$ cat src/rtl/trans_keep_tx_pkg.sv
// Shared definitions for the keep/byte-order translators (TX and RX).
// Provides bus widths, byte/keep reversal helpers, a byte popcount and
// the frame-state encoding used by the frame tracker.
package trans_keep_tx_pkg;

    localparam int AXIS_DATA_W = 64;
    localparam int AXIS_KEEP_W = 8;

    // Frame state {IDLE, BODY}: plain constants so older tools accept them.
    typedef logic [0:0] frame_state_t;
    localparam frame_state_t ST_IDLE = 1'b0;
    localparam frame_state_t ST_BODY = 1'b1;

    // Byte i of the input lands in byte lane 7-i of the result.
    function automatic logic [AXIS_DATA_W-1:0] byte_reverse(input logic [AXIS_DATA_W-1:0] d);
        logic [AXIS_DATA_W-1:0] r;
        r = '0;
        for (int i = 0; i < AXIS_KEEP_W; i++) begin
            r[8*(AXIS_KEEP_W-1-i) +: 8] = d[8*i +: 8];
        end
        return r;
    endfunction

    // Keep bit i moves to bit 7-i, matching byte_reverse.
    function automatic logic [AXIS_KEEP_W-1:0] keep_reverse(input logic [AXIS_KEEP_W-1:0] k);
        logic [AXIS_KEEP_W-1:0] r;
        r = '0;
        for (int i = 0; i < AXIS_KEEP_W; i++) begin
            r[AXIS_KEEP_W-1-i] = k[i];
        end
        return r;
    endfunction

    // Number of set bits in an 8-bit keep word (0..8).
    function automatic logic [3:0] popcount8(input logic [7:0] k);
        logic [3:0] c;
        c = '0;
        for (int i = 0; i < 8; i++) begin
            c = c + {3'b000, k[i]};
        end
        return c;
    endfunction

    // True when k is a non-empty contiguous mask from bit 0 (2^n-1, n=1..8).
    function automatic logic keep_is_prefix(input logic [7:0] k);
        return (k != 8'h00) && ((k & (k + 8'd1)) == 8'h00);
    endfunction

endpackage

$ cat src/rtl/axis_skid_buf.sv
// Two-entry AXI-Stream register slice: an output register plus one skid
// register. in_ready comes straight from a flop, so there is no
// combinational path from out_ready back to the upstream side.
module axis_skid_buf #(
    parameter int W = 73
) (
    input  logic         clk,
    input  logic         srst,
    input  logic [W-1:0] in_data,
    input  logic         in_valid,
    output logic         in_ready,
    output logic [W-1:0] out_data,
    output logic         out_valid,
    input  logic         out_ready
);

    logic [W-1:0] out_data_reg;
    logic         out_valid_reg;
    logic [W-1:0] skid_data_reg;
    logic         skid_valid_reg;

    assign in_ready  = !skid_valid_reg;
    assign out_data  = out_data_reg;
    assign out_valid = out_valid_reg;

    // Refill the output slot from skid first (keeps order), else from input;
    // park an incoming beat in skid only while the output is stalled.
    always_ff @(posedge clk) begin
        if (srst) begin
            out_data_reg   <= '0;
            out_valid_reg  <= 1'b0;
            skid_data_reg  <= '0;
            skid_valid_reg <= 1'b0;
        end else if (!out_valid_reg || out_ready) begin
            if (skid_valid_reg) begin
                out_data_reg   <= skid_data_reg;
                out_valid_reg  <= 1'b1;
                skid_valid_reg <= 1'b0;
            end else if (in_valid) begin
                out_data_reg  <= in_data;
                out_valid_reg <= 1'b1;
            end else begin
                out_valid_reg <= 1'b0;
            end
        end else if (in_valid && !skid_valid_reg) begin
            skid_data_reg  <= in_data;
            skid_valid_reg <= 1'b1;
        end
    end

endmodule

$ cat src/rtl/trans_keep_tx.sv
// TX keep/byte-order translator: converts the internal LSB-first stream to
// the byte- and keep-reversed order of the UDP core TX port, registered with
// a skid buffer, and reports frame length plus keep/oversize errors.
// Optional build macro TRANS_KEEP_TX_ZERO_PAD_EN: when defined, output bytes
// whose keep bit is 0 are driven as 8'h00 instead of the reversed input byte.
module trans_keep_tx
    import trans_keep_tx_pkg::*;
#(
    parameter int MAX_BYTES = 1472,
    parameter int LEN_W     = 16
) (
    input  logic                   core_clk,
    input  logic                   core_rst,
    input  logic [AXIS_DATA_W-1:0] in_tdata,
    input  logic [AXIS_KEEP_W-1:0] in_tkeep,
    input  logic                   in_tvalid,
    output logic                   in_tready,
    input  logic                   in_tlast,
    output logic [AXIS_DATA_W-1:0] out_tdata,
    output logic [AXIS_KEEP_W-1:0] out_tkeep,
    output logic                   out_tvalid,
    input  logic                   out_tready,
    output logic                   out_tlast,
    output logic [LEN_W-1:0]       frame_len,
    output logic                   frame_len_valid,
    output logic                   err_keep,
    output logic                   err_oversize
);

    localparam int SKID_W = AXIS_DATA_W + AXIS_KEEP_W + 1;
    localparam logic [LEN_W-1:0] MAX_LEN = LEN_W'(MAX_BYTES);

    logic [AXIS_DATA_W-1:0] rev_data;
    logic [AXIS_DATA_W-1:0] pad_data;
    logic [AXIS_KEEP_W-1:0] rev_keep;
    logic [SKID_W-1:0]      skid_out;
    logic                   accept;

    assign rev_data = byte_reverse(in_tdata);
    assign rev_keep = keep_reverse(in_tkeep);
    assign accept   = in_tvalid && in_tready;

    // Lane gating is applied before the register so the slice stays generic.
    for (genvar gi = 0; gi < AXIS_KEEP_W; gi++) begin : g_lane
`ifdef TRANS_KEEP_TX_ZERO_PAD_EN
        assign pad_data[8*gi +: 8] = rev_keep[gi] ? rev_data[8*gi +: 8] : 8'h00;
`else
        assign pad_data[8*gi +: 8] = rev_data[8*gi +: 8];
`endif
    end

    axis_skid_buf #(
        .W (SKID_W)
    ) u_skid (
        .clk       (core_clk),
        .srst      (core_rst),
        .in_data   ({pad_data, rev_keep, in_tlast}),
        .in_valid  (in_tvalid),
        .in_ready  (in_tready),
        .out_data  (skid_out),
        .out_valid (out_tvalid),
        .out_ready (out_tready)
    );

    assign out_tdata = skid_out[SKID_W-1 -: AXIS_DATA_W];
    assign out_tkeep = skid_out[AXIS_KEEP_W:1];
    assign out_tlast = skid_out[0];

    frame_state_t     state_reg;
    logic [LEN_W-1:0] byte_cnt_reg;
    logic [LEN_W-1:0] frame_len_reg;
    logic             frame_len_valid_reg;
    logic             err_keep_reg;
    logic             err_oversize_reg;

    logic [3:0]       beat_bytes;
    logic [LEN_W-1:0] len_base;
    logic [LEN_W:0]   len_sum;
    logic [LEN_W-1:0] len_sat;
    logic             keep_bad;

    // Running length of the current frame including this beat, saturating.
    always_comb begin
        beat_bytes = popcount8(in_tkeep);
        len_base   = (state_reg == ST_IDLE) ? '0 : byte_cnt_reg;
        len_sum    = {1'b0, len_base} + {{(LEN_W-3){1'b0}}, beat_bytes};
        len_sat    = len_sum[LEN_W] ? '1 : len_sum[LEN_W-1:0];
        keep_bad   = (in_tkeep == 8'h00)
                  || (!in_tlast && (in_tkeep != 8'hFF))
                  || (in_tlast && !keep_is_prefix(in_tkeep));
    end

    // Frame tracker: state, byte count, length report and error pulses.
    always_ff @(posedge core_clk) begin
        if (core_rst) begin
            state_reg           <= ST_IDLE;
            byte_cnt_reg        <= '0;
            frame_len_reg       <= '0;
            frame_len_valid_reg <= 1'b0;
            err_keep_reg        <= 1'b0;
            err_oversize_reg    <= 1'b0;
        end else begin
            frame_len_valid_reg <= 1'b0;
            err_oversize_reg    <= 1'b0;
            err_keep_reg        <= accept && keep_bad;
            if (accept) begin
                if (in_tlast) begin
                    state_reg           <= ST_IDLE;
                    byte_cnt_reg        <= '0;
                    frame_len_reg       <= len_sat;
                    frame_len_valid_reg <= 1'b1;
                    err_oversize_reg    <= (len_sat > MAX_LEN);
                end else begin
                    state_reg    <= ST_BODY;
                    byte_cnt_reg <= len_sat;
                end
            end
        end
    end

    assign frame_len       = frame_len_reg;
    assign frame_len_valid = frame_len_valid_reg;
    assign err_keep        = err_keep_reg;
    assign err_oversize    = err_oversize_reg;

endmodule

$ cat config.mk
export PLATFORM = sky130hd
export DESIGN_NAME = trans_keep_tx
export DESIGN_NICKNAME = d
export VERILOG_FILES = /design/src/rtl/trans_keep_tx_pkg.sv /design/src/rtl/axis_skid_buf.sv /design/src/rtl/trans_keep_tx.sv
export SDC_FILE = /design/constraint.sdc
export NUM_CORES = 1
export LEC_CHECK = 0
export ABC_AREA = 1
export BUFFER_PORTS_ARGS = -buffer_cell sky130_fd_sc_hd__buf_2
export CAP_MARGIN = 20
export CORE_ASPECT_RATIO = 1.75
export CORE_MARGIN = 2
export CORE_UTILIZATION = 35
export DETAILED_ROUTE_END_ITERATION = 6
export MAX_ROUTING_LAYER = met4
export PLACE_DENSITY = 0.64
export SYNTH_ARGS = -nofsm -noshare
export SYNTH_HDL_FRONTEND = slang
export SYNTH_HIERARCHICAL = 1
export SYNTH_SLANG_ARGS = --single-unit
$ cat constraint.sdc
create_clock -name core_clk -period 4.5 [get_ports core_clk]
set_clock_uncertainty 0.05 [all_clocks]
set_input_delay 0.225 -clock core_clk [delete_from_list [all_inputs] [get_ports core_clk]]
set_output_delay 0.225 -clock core_clk [all_outputs]
set_load 0.005 [all_outputs]
Word-level counts from Yosys, hierarchy flattened --
Index checks and enable logic that the tools add are counted.
Storage, ports and cells: bits in registers 184, input bits 77, output and inout bits 94, word-level logic and storage cells 56
Operators by class: add/subtract/negate cells 9, magnitude comparators 1, equality and inequality tests 1, multiplexer cells 9, bitwise logic cells 4, reductions and logical operators 22
Operator list (number):
- $mux W73 | 2
- $mux W16 | 3
- $add A16 B4 Y17 | 1
- $add A4 B1 Y4 | 4
- $gt A16 B11 Y1 const B | 1
- $logic_not A8 Y1 | 2
- $add A8 B1 Y8 const B | 1
- $and A8 B8 Y8 | 1
- $ne A8 B8 Y1 const B | 1
- $reduce_bool A8 Y1 | 1
- $reduce_and A2 Y1 | 3
- $logic_and A1 B1 Y1 | 5
- $add A3 B1 Y4 | 1
- $logic_not A1 Y1 | 4
- $mux W1 | 4
- $reduce_or A2 Y1 | 2
- $add A2 B1 Y3 | 1
- $logic_or A1 B1 Y1 | 3
- $not A1 Y1 | 3
- $reduce_or A3 Y1 | 1
- $add A1 B1 Y2 | 1
- $reduce_bool A2 Y1 | 1

Longest topological paths before layout --
Gate-level depths: netlist of run 1.
depth after elaboration 10, mapped depth 19, gate-level depth less buffers 19

Cells and area by module --
Netlist of run 1, hierarchy kept.
Modules (own cells, without submodules):
- axis_skid_buf | times used 1, cells each 1108, area each 6912.9 sq um, sequential area each 2962.8 sq um
- trans_keep_tx | times used 1, cells each 358, area each 2308.5 sq um, sequential area each 720.7 sq um

Least setup slack after synthesis of run 1 --
OpenSTA, ideal clock, no wires.
path kind input to register, from input in_tkeep[0], to register err_oversize_reg, in the netlist err_oversize, setup time 70 ps, arrival 3388 ps, required time 4380 ps, slack 992 ps, stages on the path 19, buffers on the path 0, cells stage by stage fa_1 inv_1 fa_1 fa_1 fa_1 inv_1 fa_1 nand3_1 nand3_1 nand2_1 nor2_2 nand2_1 nand2_1 nand2_1 nor2_1 nand2_1 nand2_1 nand2_1 a21oi_1
Between the ends: longest elaborated chain between the ends 10
RTL lines:
- start, declared | line trans_keep_tx.sv:15 | input logic [AXIS_KEEP_W-1:0] in_tkeep,
- $add A1 B1 Y2 | line trans_keep_tx_pkg.sv:39 | c = c + {3'b000, k[i]};
- $add A2 B1 Y3 | line trans_keep_tx_pkg.sv:39
- $add A3 B1 Y4 | line trans_keep_tx_pkg.sv:39
- $add A4 B1 Y4 (4 in a row) | line trans_keep_tx_pkg.sv:39
- $add A16 B4 Y17 | line trans_keep_tx.sv:86 | len_sum = {1'b0, len_base} + {{(LEN_W-3){1'b0}}, beat_bytes};
- $mux W16 | line trans_keep_tx.sv:87 | len_sat = len_sum[LEN_W] ? '1 : len_sum[LEN_W-1:0];
- $gt A16 B11 Y1 | line trans_keep_tx.sv:112 | err_oversize_reg <= (len_sat > MAX_LEN);
- end signal, assigned | line trans_keep_tx.sv:112
- end, declared | line trans_keep_tx.sv:74 | logic err_oversize_reg;
No other way between the ends. A chain may end at the register's enable or synchronous reset.

Worst setup path after layout of run 1 --
Ends and elaborated chain as after synthesis.

==> impl_metrics.json, run 1 <==
{
  "wirelength_um": 25570,
  "tns_ns": 0,
  "p_leak_nw": 5.523,
  "clkSlewWorstSetupHoldPaths_ns": 0.07,
  "ir_worst_vdd_uv": 279.1,
  "cp.arrival_ns": 4.04,
  "p_per_area_nw_per_um2": 364.7,
  "setup_viol": 0,
  "num_rows": 78,
  "synth_most_common_cell": "nand2_1",
  "worstPathRequired_ns": 4.78,
  "grt_pass1_wl_um": 40320,
  "crit_chain": "buf_2 -> fa_1 -> inv_1 -> fa_1 -> fa_1 -> fa_1 -> inv_1 -> fa_1 -> inv_1 -> nor2_1 -> nor2_1 -> nor2_2 -> nand2_2 -> nand3_1 -> nor2_1 -> nand3_1 -> nand2_1 -> a21oi_1",
  "die_w_um": 126.7,
  "grt-ovfl-total": 0,
  "netlist-cell-type-count": 28,
  "avgSynthCellArea_sq_um": 6.290,
  "syn_nets": 1557,
  "synth_top_area_share": 0.3995,
  "synth_edf_count": 0,
  "period_needed_ns": 3.755,
  "synth-async-reset-ratio": 0,
  "track_usage": 0.1908,
  "dpl.hpwl_um": 17100,
  "grt_max_degree": 133,
  "utilization": 0.4148,
  "drt_iter0_markers": 506,
  "fmax_ghz": 0.2663,
  "h-tree-depth": 4,
  "timing_worst_slew_pin_value_ns": 1.063,
  "fin_cells": 1921,
  "post_cts_buffers": 0,
  "cp_slowest_stage_delay_ns": 0.57,
  "drc_errors": 0,
  "layout.nets": 1678,
  "cts_made_buffers": 17,
  "yosys-top-cells-area": "dfxtp_1 40%, nand2_1 16%, nor2_1 13%",
  "clockBufferDepth": 2,
  "syn_to_final_growth_pct": 16.77,
  "status": "complete, no violations",
  "cts.sinks": 184,
  "drive_above_1_share": 0.1494,
  "yosysSeqAreaShare": 0.3995,
  "critPathKind": "in -> reg",
  "clock_latency_ns": 0.45,
  "numPortBuffers": 170,
  "ios": 171,
  "start_util": 0.3552,
  "cts-root-buf": "clkbuf_16",
  "vias": 8919,
  "synthCells": 1466,
  "routedWlPerCell_um": 13.31,
  "post_cts_resized": 0,
  "end_kind": "register",
  "period_share": 0.8345,
  "crit_slowest_cell": "fa_1",
  "syn_area_sq_um": 9221,
  "die_h_um": 218.7,
  "hold_viol": 0,
  "design.core.area_sq_um": 25960,
  "crit_fanout": 13,
  "netlist.top_cell.by_area": "dfxtp_1",
  "dp.cells": 1886,
  "cts_tree": "built",
  "p_total_mw": 3.927,
  "antenna_found_initial": 2,
  "dieArea_sq_um": 27710,
  "hp-class": "in -> reg",
  "synth_seq_cells": 184,
  "max_slew_margin": 0.2898,
  "critPathLaunchType": "primary input",
  "cts_hold_buffers": 0,
  "rsz0062_at_grt": "false",
  "first_global_vias": 8148,
  "whs_ns": 0.05646,
  "cap_violations": 0,
  "rrSetupSlack_ns": 0.90,
  "vias_per_cell": 4.643,
  "ant_nets": 0,
  "final_max_slew_viol_count": 0,
  "yosysWarnings": 6,
  "synthTopCellsByCount": "402 x nand2_1, 321 x nor2_1, 200 x inv_1, 184 x dfxtp_1, 105 x nand3_1",
  "drt_first_pass_iters": 4,
  "ys.flop_type": "dfxtp_1",
  "routabilityCongestion": 0.8990,
  "crit_top_cell": "fa_1"
}
cell type report:
type | instances | area, sq um
diodes | 1 | 2.502
clock buffers | 18 | 429.2
clock inverters | 14 | 173.9
fillers | 2773 | 15190
inverters | 202 | 763.2
multi-input cells | 1000 | 4338
flip-flops and latches | 184 | 3687
well taps | 320 | 400.4
repair buffers | 182 | 973.4
routing by layer:
layer | global-route usage | wire, um
met3 | 0.03256 | 952
met2 | 0.3505 | 13610
met5 | - | 0
met4 | 0.09670 | 991
met1 | 0.1935 | 10010
cells by family (layout without fill, tap and decap cells):
family	count (synthesis)	after routing	share of synthesized area
compound gates	128	128	0.07164
xor+xnor	1	1	0.0009500
fa+ha+maj	14	14	0.02307
buf+inv	282	416	0.1315
flops	184	184	0.3995
other cells	0	1	0
simple gates	857	857	0.3734
where the power goes:
| group | total [mW] | internal, mW | switching (mW) |
|---|---|---|---|
| combinational | 0.578 | 0.218 | 0.361 |
| clock | 1.56 | 0.878 | 0.683 |
| sequential | 1.79 | 1.73 | 0.0560 |
worst max-delay path, delay by kind of cell:
family | cells | cell delay (ns)
AND/OR/NAND/NOR | 8 | 1.26
adder cells (fa/ha/maj) | 5 | 2.15
AO/OA/AOI/OAI | 1 | 0.06
buffers and inverters | 4 | 0.36
metrics by stage:
stage	setup slack [ns]	area, sq um
global placement	0.3673	10110
detailed placement	0.2966	10110
global route	0.6079	10770
floorplan	0.9923	9221
CTS	0.8077	10720
finish	0.7447	10770
worst paths after layout:
check                                     from                                     to  cells past startpoint
setup / recovery                   in_tkeep[0]                err_oversize$_SDFF_PP0_                     18
hold reg to reg   byte_cnt_reg[2]$_SDFFE_PP0P_           byte_cnt_reg[2]$_SDFFE_PP0P_                      2
hold / removal                    in_tdata[25]  u_skid/skid_data_reg[42]$_SDFFE_PP0P_                      5
setup reg to reg        state_reg$_SDFFE_PP0P_                err_oversize$_SDFF_PP0_                     16
cell usage in the layout, fill, tap and decap left out, types with 5 or more instances in the layout:
| cell | n |
|---|---|
| buf_2 | 170 |
| o21ai_0 | 96 |
| nand2_2 | 7 |
| ha_1 | 9 |
| fa_1 | 5 |
| inv_1 | 199 |
| nand4_1 | 5 |
| nor2_1 | 320 |
| nand2_1 | 402 |
| nor2_2 | 7 |
| a21oi_1 | 23 |
| dfxtp_1 | 183 |
| nand3_1 | 105 |
| buf_4 | 10 |
| clkbuf_16 | 17 |
No activity file was read; power rests on OpenSTA's default activity.
==> inputs of run 2 (changes only) <==
==> constraint.sdc (replaced) <==
create_clock -name core_clk -period 3.65 [get_ports core_clk]
set_clock_uncertainty 0.05 [all_clocks]
set_input_delay 0.1825 -clock core_clk [delete_from_list [all_inputs] [get_ports core_clk]]
set_output_delay 0.1825 -clock core_clk [all_outputs]
set_load 0.005 [all_outputs]
==> impl_metrics.json, run 2 (synthesis gave the netlist of run 1 again) <==
{
  "clock_latency_ns": 0.45,
  "critPathKind": "in -> reg",
  "cp_slowest_stage_delay_ns": 0.52,
  "mostFrequentLayoutCell": "nand2_1",
  "ant_nets": 0,
  "drc_errors": 0,
  "post_cts_resized": 0,
  "cp.arrival_ns": 3.71,
  "worst-path-buf-inv": 3,
  "clockBufferDepth": 2,
  "vias": 9099,
  "cts_tree": "built",
  "hold_depth": 5,
  "end_kind": "register",
  "drive_above_1_share": 0.1572,
  "drt_first_pass_iters": 5,
  "numPortBuffers": 170,
  "num_rows": 78,
  "dieArea_sq_um": 27710,
  "grt-ovfl-total": 0,
  "routedWlPerCell_um": 13.29,
  "cpLargestDelayFamily": "adder cells",
  "hold_viol": 0,
  "setup_viol": 0,
  "hp-class": "in -> reg",
  "rsz0062_at_grt": "false",
  "cts_made_buffers": 17,
  "p_total_mw": 4.917,
  "final_max_slew_viol_count": 0,
  "worstPathRequired_ns": 3.98,
  "p_leak_nw": 5.743,
  "antenna_found_initial": 0,
  "drt_iter0_markers": 513,
  "first_global_vias": 8655,
  "h-tree-depth": 4,
  "wirelength_um": 26160,
  "dpl.hpwl_um": 17620,
  "status": "complete, no violations",
  "start_util": 0.3552,
  "ios": 171,
  "cts-root-buf": "clkbuf_16",
  "syn_to_final_growth_pct": 21.63,
  "holdPathEnd": "u_skid/skid_data_reg[44]$_SDFFE_PP0P_",
  "hp-start": "in_tdata[27]",
  "grt_max_degree": 129,
  "max_slew_margin": 0.3782,
  "timing.rr.end": "err_oversize$_SDFF_PP0_",
  "regToRegStartpoint": "byte_cnt_reg[0]$_SDFFE_PP0P_",
  "design.core.area_sq_um": 25960,
  "final_cell_mix": "402 x nand2_1, 320 x nor2_1, 199 x inv_1",
  "layout.nets": 1727,
  "regArea_sq_um": 3687,
  "timing_worst_slew_pin_value_ns": 0.9305,
  "fmax_ghz": 0.2956,
  "rrSetupSlack_ns": 0.32,
  "ir_worst_vdd_uv": 314.4,
  "die_w_um": 126.7,
  "period_needed_ns": 3.383,
  "whs_ns": 0.02357,
  "post_cts_buffers": 0,
  "p_per_area_nw_per_um2": 438.4,
  "routabilityCongestion": 0.9349,
  "fin_cells": 1968,
  "track_usage": 0.1970,
  "vias_per_cell": 4.623,
  "n_fill_cell": 2815,
  "die_h_um": 218.7,
  "cts.sinks": 184,
  "period_share": 0.9268,
  "cap_violations": 0,
  "multi_input_area_sq_um": 4338,
  "num_antenna_cells": 0,
  "crit_slowest_cell": "fa_1",
  "crit_chain": "buf_2 -> fa_1 -> inv_1 -> fa_1 -> fa_1 -> fa_1 -> inv_1 -> fa_1 -> nand3_1 -> nand3_1 -> nand2_1 -> nor2_2 -> nand2_1 -> nand3_1 -> nor2_1 -> nand2_1 -> nand2_1 -> nand2_1 -> a21oi_1",
  "grt_pass1_wl_um": 42030,
  "dp.cells": 1909,
  "worstRegToRegCells": 17,
  "crit_fanout": 4,
  "clkSlewWorstSetupHoldPaths_ns": 0.07,
  "critPathLaunchType": "primary input"
}
-- run 2: cell types whose count changed in the layout (fill, tap and decap cells not counted), moves of 2 or more --
cell,delta
buf_4,+19
clkinv_4,-3
clkinv_2,-2
buf_12,+3
dlygate4sd3_1,+28
inv_6,+2
-- run 2: how the worst max path moves through the flow --
| stage | startpoint | end | slack, ns | cells past startpoint |
|---|---|---|---|---|
| 6_report | in_tkeep[0] | err_oversize$_SDFF_PP0_ | 0.27 | 19 |
| 3_3_place_gp | in_tkeep[0] | err_oversize$_SDFF_PP0_ | -0.22 | 18 |
| 4_1_cts | in_tkeep[0] | err_oversize$_SDFF_PP0_ | 0.28 | 20 |
| 3_5_place_dp | in_tkeep[0] | err_oversize$_SDFF_PP0_ | -0.20 | 20 |
| 5_1_grt | in_tkeep[0] | err_oversize$_SDFF_PP0_ | 0.002 | 20 |
| 2_1_floorplan | in_tkeep[0] | err_oversize$_SDFF_PP0_ | 0.18 | 19 |
-- run 2: layer usage --
layer  share of wire  global-route usage  wire length [um]  up-vias
li1                -                   -                 -     4748
met5               0                   -                 0        -
met1            0.39              0.1972             10200     4085
met4           0.045              0.1040              1175        0
met3           0.036             0.03819               941       66
met2            0.53              0.3595             13850      200
-- run 2: metrics by stage --
| step | worst slack, ns | TNS [ns] | utilization | area, sq um |
|---|---|---|---|---|
| detailed placement | -0.2037 | -1.581 | 0.3982 | 10340 |
| global route | 0.002240 | 0 | 0.4320 | 11220 |
| finish | 0.2670 | 0 | 0.4320 | 11220 |
| floorplan | 0.1848 | 0 | - | 9221 |
| CTS | 0.2757 | 0 | 0.4320 | 11220 |
| global placement | -0.2161 | -1.479 | 0.3982 | 10340 |
-- run 2: timing repair --
action / 4_1_cts / 5_1_grt
hold endpoints to repair: 28 / 0
hold buffers: 28 / 0
setup endpoints to repair: 0 / 0
-- run 2: area by class of cell --
cell class / instances / area share
Tap cell: 320 / 0.03570
Sequential cell: 184 / 0.3288
Clock inverter: 13 / 0.01506
Multi-Input combinational cell: 1000 / 0.3868
Timing Repair Buffer: 231 / 0.1274
Inverter: 202 / 0.06805
Clock buffer: 18 / 0.03826
-- run 2: worst register-to-register path: stages (launching register included) --
cell and delay [ns]:
dfxtp_1 0.34, nand2_1 0.07, fa_1 0.47, fa_1 0.51
fa_1 0.16, inv_1 0.06, fa_1 0.41, nand3_1 0.11
nand3_1 0.19, nand2_1 0.16, nor2_2 0.06, nand2_1 0.11
nand3_1 0.14, nor2_1 0.16, nand2_1 0.07, nand2_1 0.05
nand2_1 0.05, a21oi_1 0.12
-- run 2: power by group --
group,internal [mW],switching [mW],total [mW]
logic,0.314,0.457,0.771
clock network,1.08,0.855,1.94
registers,2.13,0.0719,2.21
total,3.53,1.38,4.92
